<file path="config.mk">
export PLATFORM = sky130hd
export DESIGN_NAME = fini_fault_response_flat
export DESIGN_NICKNAME = d
export VERILOG_FILES = /design/src/rtl/fini_fault_response_if.sv /design/src/rtl/fini_fault_response.sv /design/src/flat_wrapper.sv
export SDC_FILE = /design/constraint.sdc
export NUM_CORES = 1
export LEC_CHECK = 0
export CAP_MARGIN = 20
export CORE_UTILIZATION = 29
export CTS_CLUSTER_DIAMETER = 80
export CTS_CLUSTER_SIZE = 20
export DETAILED_ROUTE_END_ITERATION = 16
export DONT_BUFFER_PORTS = 1
export PLACE_DENSITY = 0.41
export RECOVER_POWER = 25
export SLEW_MARGIN = 10
export SYNTH_ARGS = -nofsm -noshare
export SYNTH_HDL_FRONTEND = slang
export SYNTH_SLANG_ARGS = --single-unit
</file>
<file path="constraint.sdc">
create_clock -name port_clk -period 2.3 [get_ports port_clk]
set_input_delay 0.46 -clock port_clk [delete_from_list [all_inputs] [get_ports port_clk]]
set_output_delay 0.46 -clock port_clk [all_outputs]
set_load 0.01 [all_outputs]
</file>
<file path="src/rtl/fini_fault_response_if.sv">
// ---------------------------------------------------------------------------
// fini_fault_response_if : handshake/data bundle for the fault-response stage
// Rev 1.0
// ---------------------------------------------------------------------------
`default_nettype none

interface fini_fault_response_if #(
   parameter int WIDTH  = 1,
   parameter int COPIES = 3
);
   logic [COPIES*WIDTH-1:0] port_c;
   logic                    port_ok;
   logic                    port_valid_in;
   logic                    port_ready;
   logic [COPIES*WIDTH-1:0] port_d;
   logic                    port_valid_out;
   logic                    port_ready_out;
   logic                    port_fault;
   logic                    port_alarm;
   logic [3:0]              port_fault_cnt;

   modport master (
      output port_c, port_ok, port_valid_in, port_ready_out,
      input  port_ready, port_d, port_valid_out, port_fault, port_alarm, port_fault_cnt
   );

   modport slave (
      input  port_c, port_ok, port_valid_in, port_ready_out,
      output port_ready, port_d, port_valid_out, port_fault, port_alarm, port_fault_cnt
   );
endinterface

`default_nettype wire

</file>
<file path="src/rtl/fini_fault_response.sv">
// ---------------------------------------------------------------------------
// fini_fault_response : re-checks redundant product copies, zeroes faulty beats,
// counts faults and latches a sticky alarm.  Rev 1.0
// ---------------------------------------------------------------------------
`default_nettype none

module fini_fault_response #(
   parameter int WIDTH     = 1,
   parameter int COPIES    = 3,
   parameter int THRESHOLD = 1
) (
   input  wire logic            port_clk,
   input  wire logic            port_rst,
   fini_fault_response_if.slave bus
);
   localparam int         DW  = COPIES * WIDTH;
   localparam logic [3:0] THR = 4'(THRESHOLD);

   typedef enum logic [0:0] {ST_RUN = 1'b0, ST_ALARM = 1'b1} state_t;

   state_t          state_q;
   logic [DW-1:0]   data_q;
   logic            valid_q;
   logic            fault_q;
   logic [3:0]      cnt_q;
   logic [3:0]      cnt_d;
   logic            mismatch;
   logic            fault_hit;
   logic            accept;
   logic            trip;

   // Local copy comparison catches a stuck-at-good upstream flag.
   always_comb begin
      mismatch = 1'b0;
      for (int i = 1; i < COPIES; i++) begin
         if (bus.port_c[i*WIDTH +: WIDTH] != bus.port_c[0 +: WIDTH]) begin
            mismatch = 1'b1;
         end
      end
   end

   assign fault_hit      = ~bus.port_ok | mismatch;
   assign bus.port_ready = (state_q == ST_RUN) & (~valid_q | bus.port_ready_out);
   assign accept         = bus.port_valid_in & bus.port_ready;
   assign cnt_d          = (cnt_q == 4'hF) ? cnt_q : cnt_q + 4'd1;
   assign trip           = fault_hit & (cnt_d == THR);

   always_ff @(posedge port_clk or posedge port_rst) begin
      if (port_rst) begin
         state_q <= ST_RUN;
         data_q  <= '0;
         valid_q <= 1'b0;
         fault_q <= 1'b0;
         cnt_q   <= 4'd0;
      end else if (state_q == ST_ALARM) begin
         data_q  <= '0;
         valid_q <= 1'b0;
         fault_q <= 1'b0;
      end else if (accept) begin
         if (fault_hit) begin
            cnt_q <= cnt_d;
         end
         // The tripping beat is dropped in the same edge that raises the alarm.
         if (trip) begin
            state_q <= ST_ALARM;
            data_q  <= '0;
            valid_q <= 1'b0;
            fault_q <= 1'b0;
         end else begin
            data_q  <= fault_hit ? '0 : bus.port_c;
            valid_q <= 1'b1;
            fault_q <= fault_hit;
         end
      end else if (bus.port_ready_out) begin
         valid_q <= 1'b0;
      end
   end

   assign bus.port_d         = data_q;
   assign bus.port_valid_out = valid_q;
   assign bus.port_fault     = fault_q;
   assign bus.port_alarm     = (state_q == ST_ALARM);
   assign bus.port_fault_cnt = cnt_q;

endmodule

`default_nettype wire

</file>
<file path="src/flat_wrapper.sv">
// flat-port wrapper written by rule: the top's interface ports become plain ports
module fini_fault_response_flat 
#(
   parameter int WIDTH     = 1,
   parameter int COPIES    = 3,
   parameter int THRESHOLD = 1
)
  (port_clk, port_rst, bus_port_c, bus_port_ok, bus_port_valid_in, bus_port_ready_out, bus_port_ready, bus_port_d, bus_port_valid_out, bus_port_fault, bus_port_alarm, bus_port_fault_cnt);
  fini_fault_response_if #(.WIDTH(WIDTH), .COPIES(COPIES)) bus_i ();
  input  wire logic port_clk;
  input  wire logic port_rst;
  input wire logic [$bits(bus_i.port_c)-1:0] bus_port_c;
  input wire logic [$bits(bus_i.port_ok)-1:0] bus_port_ok;
  input wire logic [$bits(bus_i.port_valid_in)-1:0] bus_port_valid_in;
  input wire logic [$bits(bus_i.port_ready_out)-1:0] bus_port_ready_out;
  output wire logic [$bits(bus_i.port_ready)-1:0] bus_port_ready;
  output wire logic [$bits(bus_i.port_d)-1:0] bus_port_d;
  output wire logic [$bits(bus_i.port_valid_out)-1:0] bus_port_valid_out;
  output wire logic [$bits(bus_i.port_fault)-1:0] bus_port_fault;
  output wire logic [$bits(bus_i.port_alarm)-1:0] bus_port_alarm;
  output wire logic [$bits(bus_i.port_fault_cnt)-1:0] bus_port_fault_cnt;
  assign bus_i.port_c = bus_port_c;
  assign bus_i.port_ok = bus_port_ok;
  assign bus_i.port_valid_in = bus_port_valid_in;
  assign bus_i.port_ready_out = bus_port_ready_out;
  assign bus_port_ready = bus_i.port_ready;
  assign bus_port_d = bus_i.port_d;
  assign bus_port_valid_out = bus_i.port_valid_out;
  assign bus_port_fault = bus_i.port_fault;
  assign bus_port_alarm = bus_i.port_alarm;
  assign bus_port_fault_cnt = bus_i.port_fault_cnt;
  fini_fault_response #(.WIDTH(WIDTH), .COPIES(COPIES), .THRESHOLD(THRESHOLD)) u_core (.port_clk(port_clk), .port_rst(port_rst), .bus(bus_i));
endmodule
</file>
-- Word-level counts from Yosys, hierarchy flattened
Cells that the tools add are included.
- output and inout port bits: 11
- logic and storage cells: 38
- register bits after elaboration: 10
- reduce and logical (&&, ||, !) cells: 3
- equality and inequality tests: 4
- $add $sub $neg: 1
- bitwise operators: 8
- muxes and demuxes: 17
- operators by type and width (operator ; count):
    $mux 1 ; 12
    $mux 3 ; 4
    $add 4x1->4 const B ; 1
    $eq 4x1->1 const B ; 1
    $eq 4x4->1 const B ; 1
    $mux 4 ; 1
    $and 1x1->1 ; 3
    $not 1->1 ; 3
    $reduce_and 3->1 ; 1
    $reduce_bool 3->1 ; 1
    $ne 1x1->1 ; 2
    $or 1x1->1 ; 2
    $reduce_bool 2->1 ; 1

-- Longest topological paths before layout
- depth in word-level cells: 8
- gate-level depth with buffers: 5

-- Worst setup path after synthesis
No wires, ideal clock.
- kind: input to register
- from: in bus_port_c[2]
- to: reg with a tool-made name
- arrival time: 1.393 ns
- stages: 4
- setup time: 0.125 ns
- path buffers: 0
- setup slack: 0.782 ns
- path through: and3_4 -> o21ai_2 -> and3_4 -> mux2_4
- RTL lines (what ; RTL line ; text):
    start, declared ; flat_wrapper.sv:12 ; input wire logic [$bits(bus_i.port_c)-1:0] bus_port_c;

==> metrics <==
largest net degree at the start of global routing 11; Placed Cells 74; CTS tree yes; mapped cell area 544.3 µm²; Gate power share 34.4%; final-report setup violation count 0; clock network power share 19.9%; Seq cells post-synth 10; Async SR Flop Fraction 100.0%; leading post-synthesis cells by cell area dfrtp_1 46%, ha_1 4.6%, a21o_1 4.1%; initial antenna violation count 0; TritonRoute pass-1 iters 2; Met1 Routed Length 452 µm; Die Area 2054 µm²; CP required 2.45 ns; max_slew headroom 71.60%; Worst VDD drop 0.0004134 V; Startpoint Class flip-flop; Warnings, synthesis 0; fmax 0.5986 GHz; Port Buffers 0; CP Class reg2reg; Total Wirelength 1009 µm; wire length on met3 68 µm; drt wl/cell 12.94 µm; Hold Slack 0.06131 ns; vias in the first global route 375; sequential power share 45.7%; Seq/Total Area, Yosys 45.98%; Top Ports 19; gp weighted congestion 0.6929; Worst-Skew Late Latency 0.26 ns; hpwl dp 790.9 µm; Final Max Tran Viols 0; worst slew pin tran 0.4255 ns; Mapped Cells 49; n_diodes 0; Clock Path Buffers 2; area growth from synthesis to layout 12.41%; setup bufs post-CTS 0; # rows 15; Inserted Clock Buffers 3; post-route insts no fill 78; critical path arrival 1.82 ns; Initial DRC Count 7; syn_nets 59; Yosys top cell area share 45.98%; Cell Area, Placed 575.6 µm²; Top FF cell, synth dfrtp_1; Synth area leader dfrtp_1; clock period minus worst slack 1.671 ns; Final Skew 0.0003454 ns; global route overflow 0; clk sinks 10; residual DRC count 0; Post-CTS Hold Fix Bufs 0; layout cell share with drive strength beyond 1 24.53%; clk root buf clkbuf_4; EDFF count, synth 0; uppermost layer routed met3; Hold Path Class in2async; met2 WL post-DR 488 µm; cell internal pwr 474.8 µW; Max Cap Violations 0; pre-CTS setup slack 0.6301 ns; Synth cell types 25; Final TNS setup 0 ns; Die H 45.32 µm; GRT Total Usage 11.35%; vias per cell 4.808; PwrDens 1280 nW/µm²; Syn Area/Cell 11.11 µm²; core area 1745 µm²; Starting Density 31.18%; Worst Path Max Fanout 10; Final Cell Area 611.8 µm²; RSZ-0062 raised after global routing false; Clock transition at path regs 0.07 ns; Final ANT Viol Nets 0; setup slack after layout 0.6293 ns; H-tree depth 1; leakage power 0.0002881 µW; final worst path period share 72.64%; PostCTS Resize Cnt 0; final net count 64; die width 45.32 µm; status completed; global-route wire length before repair 1607 µm; Hold Vio Cnt, Final 0; switching share of power 39.39%; CP Capture Type flip-flop; via count 375; sw power 308.6 µW
layout by cell type (no fill, tap or decap), types with 2 or more instances in the layout:
master,synthesis,routed
ha_1,2,2
dfrtp_1,10,10
inv_1,4,4
a41oi_1,2,2
nor2b_1,2,2
nand2_1,3,3
and3_4,2,2
nor2_1,4,4
a21o_1,3,3
a31oi_1,2,2
clkbuf_4,0,3
power groups by stage:
| stage | logic [µW] | clock network [µW] | registers, µW |
|---|---|---|---|
| final | 269 | 156 | 358 |
| after global routing | 301 | 174 | 370 |
| after CTS | 274 | 164 | 360 |
| after detailed placement | 269 | 0 | 363 |
| after global placement | 262 | 0 | 358 |
| after floorplan | 231 | 0 | 339 |
through the flow:
stage	power [µW]	util, %
after floorplan	569.8	-
after global placement	619.9	32.97
after detailed placement	632.2	32.97
after CTS	797.4	35.05
after global routing	844.9	35.05
final	783.4	35.05
Yosys cell counts, types with 2 or more instances:
cell type and count:
and3_4 2, a21o_1 3, nor2_1 4, nor2b_1 2, a31oi_1 2, ha_1 2, nand2_1 3, dfrtp_1 10
inv_1 4, a41oi_1 2
final timing paths:
kind,from,endpoint,slack (ns),depth (start not counted)
max,u_core.bus.port_valid_out,flip-flop,0.63,4
min,port_rst,asynchronous set/reset pin,0.06,1
max reg2reg,u_core.bus.port_valid_out,flip-flop,0.63,4
min reg2reg,u_core.bus.port_d[2],u_core.bus.port_d[2],0.55,1
max in group asynchronous,port_rst,u_core.bus.port_valid_out,1.97,1
min in group port_clk,bus_port_valid_in,u_core.bus.port_valid_out,0.37,2
state kept, by name (all words and copies together) (netlist names), named ones only:
| register | cells |
|---|---|
| u_core.bus.port_d | 3 |
| u_core.bus.port_fault_cnt | 3 |
| u_core.bus.port_alarm | 1 |
| u_core.bus.port_fault | 1 |
| u_core.bus.port_valid_out | 1 |
critical path, cell delays in order, from the launching register on:
cell and delay, ns:
dfrtp_1 0.43, nor2b_4 0.16, nor3b_4 0.39, and3_4 0.28, mux2_4 0.30
cell families after synthesis:
group | share of synthesized area (%)
adders and majority gates | 4.597
DFF | 45.98
muxes | 2.758
buffers and inverters | 2.758
xor gates and xnor gates | 1.609
and+or+nand+nor | 25.29
AOI/OAI and AO/OA | 17.01
layout make-up:
cell class | count | area (µm²)
clock buffers | 4 | 36.28
fillers | 182 | 1134
inverters | 4 | 15.01
multi-input cells | 35 | 279.0
flip-flops and latches | 10 | 250.2
well taps | 25 | 31.28
routing by layer:
layer | global-route usage, % | vias up
li1 | - | 187
met1 | 13.90 | 178
met2 | 17.39 | 10
met3 | 5.600 | 0
met4 | 3.636 | 0
met5 | 0 | -
Power figures use the tool's default switching activity.
